`config.mk`:
```
export PLATFORM = sky130hd
export DESIGN_NAME = arb_requester
export DESIGN_NICKNAME = d
export VERILOG_FILES = /design/src/rtl/arb_requester.sv
export SDC_FILE = /design/constraint.sdc
export NUM_CORES = 1
export LEC_CHECK = 0
export ABC_AREA = 0
export CELL_PAD_IN_SITES_DETAIL_PLACEMENT = 0
export CELL_PAD_IN_SITES_GLOBAL_PLACEMENT = 1
export CORE_MARGIN = 5
export CORE_UTILIZATION = 47
export DETAILED_ROUTE_END_ITERATION = 16
export GPL_TIMING_DRIVEN = 0
export PLACE_DENSITY = 0.78
export SKIP_LAST_GASP = 1
export SLEW_MARGIN = 30
export SYNTH_ARGS = -nofsm -noshare
export SYNTH_HDL_FRONTEND = slang
export SYNTH_SLANG_ARGS = --single-unit
```
`constraint.sdc`:
```
create_clock -name clk -period 3 [get_ports clk]
set_clock_uncertainty 0.1 [all_clocks]
set_input_delay 0.6 -clock clk [delete_from_list [all_inputs] [get_ports clk]]
set_output_delay 0.6 -clock clk [all_outputs]
set_load 0.01 [all_outputs]
```
`src/rtl/arb_requester.sv`:
```
// arb_requester: requester-side agent for one port of a two-way round-robin
// arbiter. Buffers upstream valid/ready transactions in a small FIFO, raises
// req while work is pending, and on each grant presents one entry for a single
// cycle on the shared-bus output.
// Optional feature: define ARB_REQ_TIMEOUT_EN to enable the grant-wait
// watchdog (wait counter + sticky timeout flag); otherwise timeout is tied 0.
module arb_requester #(
    parameter int DATA_WIDTH     = 32,
    parameter int DEPTH          = 4,
    parameter int TIMEOUT_CYCLES = 16
) (
    input  logic                       clk,
    input  logic                       reset_n,
    input  logic                       in_valid,
    input  logic [DATA_WIDTH-1:0]      in_data,
    output logic                       in_ready,
    output logic                       req,
    input  logic                       grant,
    output logic                       bus_valid,
    output logic [DATA_WIDTH-1:0]      bus_data,
    output logic [$clog2(DEPTH):0]     pending,
    output logic                       spurious_gnt,
    output logic                       timeout
);

    localparam int AW = $clog2(DEPTH);
    localparam int CW = AW + 1;

    // Reject configurations the pointer arithmetic cannot support.
    if (DEPTH < 2 || (DEPTH & (DEPTH - 1)) != 0 || TIMEOUT_CYCLES < 1) begin : g_bad_params
        $error("arb_requester: DEPTH must be a power of 2 >= 2 and TIMEOUT_CYCLES >= 1");
    end

    typedef enum logic {
        S_IDLE = 1'b0,
        S_WAIT = 1'b1
    } state_t;

    logic [DATA_WIDTH-1:0] mem [DEPTH];
    logic [AW-1:0]         wr_ptr;
    logic [AW-1:0]         rd_ptr;
    logic [CW-1:0]         count;
    logic                  push;
    logic                  pop;
    state_t                state_q;
    state_t                state_d;

    assign push    = in_valid && in_ready;
    assign pop     = grant && (count != '0);
    assign pending = count;

    // While in reset the block must look empty and ready to the outside world.
    assign in_ready = !reset_n || (count != CW'(DEPTH));
    // req already excludes the entry being granted this cycle, so the arbiter
    // never samples req high for an entry that is about to be consumed.
    assign req      = reset_n && ((count - CW'(pop)) != '0);

    // Payload storage write port.
    // NOTE: the storage array has no reset; pointers and count define validity,
    // so clearing contents would only cost reset fan-out.
    always_ff @(posedge clk) begin
        if (push) begin
            mem[wr_ptr] <= in_data;
        end
    end

    // FIFO pointers and occupancy; pointers wrap naturally at DEPTH.
    // NOTE: sequential state uses non-blocking assignments so every register
    // samples pre-edge values regardless of process ordering.
    always_ff @(posedge clk or negedge reset_n) begin
        if (!reset_n) begin
            wr_ptr <= '0;
            rd_ptr <= '0;
            count  <= '0;
        end else begin
            if (push) begin
                wr_ptr <= wr_ptr + 1'b1;
            end
            if (pop) begin
                rd_ptr <= rd_ptr + 1'b1;
            end
            case ({push, pop})
                2'b10:   count <= count + 1'b1;
                2'b01:   count <= count - 1'b1;
                default: count <= count;
            endcase
        end
    end

    // Bus strobe and payload on each real pop; sticky spurious-grant flag.
    always_ff @(posedge clk or negedge reset_n) begin
        if (!reset_n) begin
            bus_valid    <= 1'b0;
            bus_data     <= '0;
            spurious_gnt <= 1'b0;
        end else begin
            bus_valid <= pop;
            if (pop) begin
                bus_data <= mem[rd_ptr];
            end
            if (grant && (count == '0)) begin
                spurious_gnt <= 1'b1;
            end
        end
    end

    // Grant-wait state register.
    always_ff @(posedge clk or negedge reset_n) begin
        if (!reset_n) begin
            state_q <= S_IDLE;
        end else begin
            state_q <= state_d;
        end
    end

    // Next-state logic: WAIT while the FIFO holds work, IDLE once drained.
    // NOTE: state_d gets a default before the case so no path infers a latch.
    always_comb begin
        state_d = state_q;
        case (state_q)
            S_IDLE: begin
                if (push) begin
                    state_d = S_WAIT;
                end
            end
            S_WAIT: begin
                if (pop && !push && (count == CW'(1))) begin
                    state_d = S_IDLE;
                end
            end
            default: state_d = S_IDLE;
        endcase
    end

`ifdef ARB_REQ_TIMEOUT_EN
    localparam int TW = $clog2(TIMEOUT_CYCLES + 1);

    logic [TW-1:0] wait_cnt;
    logic [TW-1:0] wait_cnt_d;
    logic          timeout_q;

    // Count ungranted WAIT cycles, saturating; a pop (the only way out of
    // WAIT) or being outside WAIT clears it.
    always_comb begin
        wait_cnt_d = '0;
        if (state_q == S_WAIT && !pop) begin
            wait_cnt_d = (wait_cnt == TW'(TIMEOUT_CYCLES)) ? wait_cnt : wait_cnt + 1'b1;
        end
    end

    // Wait counter register and sticky watchdog flag.
    always_ff @(posedge clk or negedge reset_n) begin
        if (!reset_n) begin
            wait_cnt  <= '0;
            timeout_q <= 1'b0;
        end else begin
            wait_cnt <= wait_cnt_d;
            if (wait_cnt_d == TW'(TIMEOUT_CYCLES)) begin
                timeout_q <= 1'b1;
            end
        end
    end

    assign timeout = timeout_q;
`else
    assign timeout = 1'b0;
`endif

endmodule
```
# ---- Yosys cells after proc, flatten, opt, wreduce, memory -nomap -nowiden
# Memories as Yosys holds them, arrays and structs flattened. A register that Yosys moved wholly into a read port is not among the register bits.
# Index checks and enable logic that the tools add are counted.
dict set report word_totals {
  in_bits 36
  elab_cells 28
  register_bits 9
  mem_count 1
  out_inout_bits 40
  ram_bits 128
}
# name depth word_bits rd rd_ports_with_merged_regs wr line
set memory_table {}
lappend memory_table {mem 4 32 1 1 1 39} ;# logic [DATA_WIDTH-1:0] mem [DEPTH];
dict set report op_classes {
  eq_ne 3
  n_addsub 5
  muxes 3
  reduce_logical 11
}
# op n
set ops {}
lappend ops {{one-hot mux 3 bit (2 select lines)} 1}
lappend ops {{nonzero test 3 bit} 2}
lappend ops {{adder 2 x 1 -> 2 bit, second input constant} 2}
lappend ops {{logical AND 1 bit} 4}
lappend ops {{adder 3 x 1 -> 3 bit, second input constant} 1}
lappend ops {{logical NOT 3 bit} 1}
lappend ops {{inequality test 3 bit, second input constant} 1}
lappend ops {{subtractor 3 x 1 -> 3 bit} 1}
lappend ops {{subtractor 3 x 1 -> 3 bit, second input constant} 1}
lappend ops {{equality test 2 x 1 -> 1 bit, second input constant} 1}
lappend ops {{equality test 2 bit, second input constant} 1}
lappend ops {{logical NOT 1 bit} 2}
lappend ops {{2-to-1 mux 1 bit} 2}
lappend ops {{nonzero test 2 bit} 1}
lappend ops {{logical OR 1 bit} 1}

# ---- Depth between registers and ports, before layout
dict set report logic_depth {
  ltp_word 5
  ltp_mapped 10
  ltp_nobuf 9
}

# ---- Least setup slack after synthesis
# OpenSTA, ideal clock, no wires.
dict set report synth_timing {
  path_type {register to output}
  startpoint {register count[2], in the netlist pending[2]}
  endpoint {output req}
  required_ns 2.300
  path_stages_with_launch 8
  path_buffers 2
  arrival_time_ns 1.738
  setup_slack_ns 0.562
  cell_sequence {dfrtp_1 -> buf_2 -> o31ai_4 -> inv_2 -> buf_2 -> ha_1 -> xnor2_1 -> a31oi_1}
}
dict set report synth_between {
  elab_chain_len 5
}
# item line
set synth_lines {}
lappend synth_lines {{start, declared} 42} ;# logic [CW-1:0] count;
lappend synth_lines {{start signal, assigned} 83} ;# 2'b10: count <= count + 1'b1;
lappend synth_lines {{start signal, assigned} 84} ;# 2'b01: count <= count - 1'b1;
lappend synth_lines {{start signal, assigned} 85} ;# default: count <= count;
lappend synth_lines {{nonzero test 3 bit} 49} ;# assign pop = grant && (count != '0);
lappend synth_lines {{logical AND 1 bit} 49}
lappend synth_lines {{net pop} 44} ;# logic pop;
lappend synth_lines {{subtractor 3 x 1 -> 3 bit} 56} ;# assign req = reset_n && ((count - CW'(pop)) != '0);
lappend synth_lines {{nonzero test 3 bit} 56}
lappend synth_lines {{logical AND 1 bit} 56}
lappend synth_lines {{end, declared} 17} ;# output logic req,
# The timed path passes the listed nets, and every way through them passes these cells.

# ---- Final worst setup path
dict set report layout_timing {
  startpoint {register count[2], in the netlist pending[2]}
  endpoint {output req}
}
dict set report layout_between {
  elab_chain_len 5
}
# item line
set layout_lines {}
lappend layout_lines {{nonzero test 3 bit} 49}
lappend layout_lines {{logical AND 1 bit} 49}
lappend layout_lines {{subtractor 3 x 1 -> 3 bit (*)} 56}
lappend layout_lines {{nonzero test 3 bit (*)} 56}
lappend layout_lines {{logical AND 1 bit (*)} 56}
# Every way passes the cells marked *; elsewhere a longest branch is shown, timed or not.

==> flow_metrics.py <==
metrics = {
    "outcome": {
        "outcome": "finished clean",
    },
    "routing": {
        "vias": 3273,
        "drcViolationCount": 0,
        "first_iter_violations": 198,
        "routedWlPerCell_um": 18.0,
        "vias_per_cell": 5.14,
        "drt-total-wl_mm": 11.5,
        "antenna_left": 0,
        "dr.pass1.iters": 4,
    },
    "global_routing": {
        "grt_pass1_wl_mm": 19.1,
        "overflow": 0,
        "grt_pass1_vias": 3578,
        "track_usage_pct": 15.9,
        "antenna_found_initial": 0,
        "grt_max_degree": 44,
    },
    "die": {
        "dieArea_sq_um": 16000,
        "fp.dieH_um": 127,
        "ios": 76,
        "start_util_pct": 48.1,
        "die_w_um": 127,
        "core-area_sq_um": 13300,
        "fp-row-count": 42,
    },
    "sta": {
        "max_slew_margin_pct": 60.7,
        "rsz0062_at_grt": "false",
        "setup_viol": 0,
        "hold_viol": 0,
        "period_share_pct": 92.3,
        "fmax_ghz": 0.361,
        "drv_slew": 0,
        "worst_slack_ps": 231,
        "tightest_slew_ps": 589,
        "period_minus_slack_ps": 2770,
    },
    "clock_network": {
        "clkLatencyLatePin_ps": 420,
        "cts.sinks": 169,
        "cts_tree": "done",
        "ctsHoldBuffers": 0,
        "path_clk_slew_ps": 60,
        "cts_buffer_depth": 2,
        "numCtsBuffers": 17,
        "cts_htree_levels": 4,
        "root_buffer": "clkbuf_16",
    },
    "cells_and_area": {
        "area_growth_pct": 25.2,
        "nets": 492,
        "final_cell_mix": "edfxtp_1 (128), nand2_1 (97), clkdlybuf4s50_1 (72)",
        "num_antenna_cells": 0,
        "finalInstanceArea_sq_um": 8000,
        "drive_gt1_share_pct": 18.7,
        "stdcell_count": 637,
        "final_common_cell": "edfxtp_1",
    },
    "yosys": {
        "syn_nets": 394,
        "synth_cells": 351,
        "synth.avg_cell_area_sq_um": 18.2,
        "ys_ff_latch": 169,
        "synth_area_sq_um": 6390,
        "yosysWarnings": 0,
        "ys_seq_area_share_pct": 76.2,
        "synthDistinctLibCells": 28,
    },
    "placed_design": {
        "io_buffers": 74,
        "place_ws_ps": -419,
        "place_congestion": 0.666,
        "place_hpwl_mm": 7.48,
        "dpl_cell_area_sq_um": 7450,
        "place_inst": 605,
    },
    "power_and_ir_drop": {
        "power_frac_seq_pct": 43.3,
        "ir_drop_v": 0.000475,
        "combinationalPowerShare_pct": 31.5,
        "clockPowerShare_pct": 25.3,
        "finalPower_mw": 7.86,
        "power.density_nw_per_um2": 981,
        "leakagePower_nw": 2.99,
        "p_sw_mw": 2.23,
        "p_sw_share_pct": 28.4,
        "p_int_mw": 5.62,
    },
    "critical_path": {
        "endpoint_kind": "primary output",
        "crit_required_ps": 2300,
        "r2r.worst_path.cells": 9,
        "worst_setup_path_start_kind": "flip-flop",
        "crit_arrival_ps": 2070,
        "startpoint": "pending[2]",
        "r2r_end": "pending[2]",
        "worstSetupEndpoint": "req",
        "path_class": "flip-flop to primary output",
        "cp_max_fo": 5,
        "timing.rr.start": "pending[0]",
        "rrSetupSlack_ps": 630,
    },
    "min_path": {
        "hp-class": "input port to asynchronous set/reset pin",
    },
    "run": {
        "cap_violations": 0,
    },
}
-- cells in the mapped netlist --
master | count | area [sq um]
edfxtp_1 | 128 | 3840
nand2_1 | 97 | 364
dfrtp_1 | 41 | 1030
mux4_2 | 30 | 676
buf_2 | 10 | 50.1
inv_1 | 7 | 26.3
ha_1 | 6 | 75.1
xnor2_1 | 5 | 43.8
and3_1 | 4 | 25.0
buf_12 | 3 | 60.1
mux4_1 | 2 | 52.6
xor2_1 | 2 | 17.5
a21o_1 | 1 | 7.51
a31oi_1 | 1 | 6.26
and2_1 | 1 | 6.26
buf_4 | 1 | 7.51
buf_6 | 1 | 11.3
clkbuf_1 | 1 | 3.75
conb_1 | 1 | 3.75
fa_1 | 1 | 20.0
inv_2 | 1 | 3.75
mux2i_1 | 1 | 10.0
nand3_1 | 1 | 5.00
nand4bb_1 | 1 | 11.3
nor2_1 | 1 | 3.75
nor3_1 | 1 | 5.00
o21ai_0 | 1 | 5.00
o31ai_4 | 1 | 21.3
-- cell families (layout without fill, tap and decap cells) --
kind of cell    after synthesis  in the layout  share of synthesized area [%]
flops                       169            169                           76.2
other cells                   1              1                         0.0587
compound gates                4              4                          0.626
xor+xnor                      7              7                          0.959
simple gates                106            106                           6.58
buf+inv                      24            134                           2.55
mux                          33             33                           11.6
fa+ha+maj                     7              7                           1.49
-- critical path, cell delays in order (launching register included) --
cell	delay (ps)
dfrtp_1	370
buf_2	170
o31ai_4	290
inv_4	80
ha_1	200
xnor2_1	120
a31oi_1	150
dlygate4sd2_1	280
-- layout make-up --
type | count | area, sq um
buffer | 15 | 128
clock buffer | 18 | 439
clock inverter | 13 | 104
fill | 1005 | 5290
inverter | 8 | 32.5
multi-input combinational | 158 | 1360
sequential | 169 | 4870
tap | 176 | 220
timing repair buffer | 80 | 847
-- power by group through the flow --
stage	logic (mW)	clock network, mW	registers, mW
final	2.47	1.98	3.40
after global routing	2.72	2.14	3.47
after CTS	2.54	2.03	3.41
after detailed placement	2.51	0	3.45
after global placement	2.39	0	3.44
after floorplan	1.38	0	3.52
-- state kept, by name, summed over array words and instances (netlist names) --
name / cells
mem: 128
bus_data: 32
pending: 3
rd_ptr: 2
wr_ptr: 2
bus_valid: 1
spurious_gnt: 1
-- metal layers --
| layer | global-route usage (%) | vias to the layer above | routed length (um) |
|---|---|---|---|
| met4 | 6.25 | 0 | 213 |
| met5 | 0 | - | 0 |
| met3 | 4.20 | 16 | 601 |
| li1 | - | 1497 | - |
| met1 | 20.4 | 1669 | 4890 |
| met2 | 26.1 | 91 | 5770 |
-- stage by stage --
stage / util, % / hold WS, ps / setup TNS, ps
final: 60.2 / 80.9 / 0
after global routing: 60.2 / 114 / 0
after CTS: 60.2 / 87.7 / 0
after detailed placement: 56.0 / 361 / -466
after global placement: 55.3 / 340 / -273000
after floorplan: - / 204 / 0
-- worst min path at each step --
stage | start | endpoint | slack (ps) | depth (start not counted)
2_1_floorplan | reset_n | bus_data[0] | 200 | 0
3_5_place_dp | spurious_gnt | spurious_gnt | 360 | 1
4_1_cts | reset_n | bus_data[3] | 90 | 1
5_1_grt | reset_n | bus_data[3] | 110 | 1
3_3_place_gp | spurious_gnt | spurious_gnt | 340 | 1
6_report | reset_n | bus_data[3] | 80 | 1
-- timing repair --
item                       4_1_cts  5_1_grt
buffers inserted                 2        0
setup endpoints to repair        1        0
resized for setup                2        0
(Power assumes the default switching activity.)
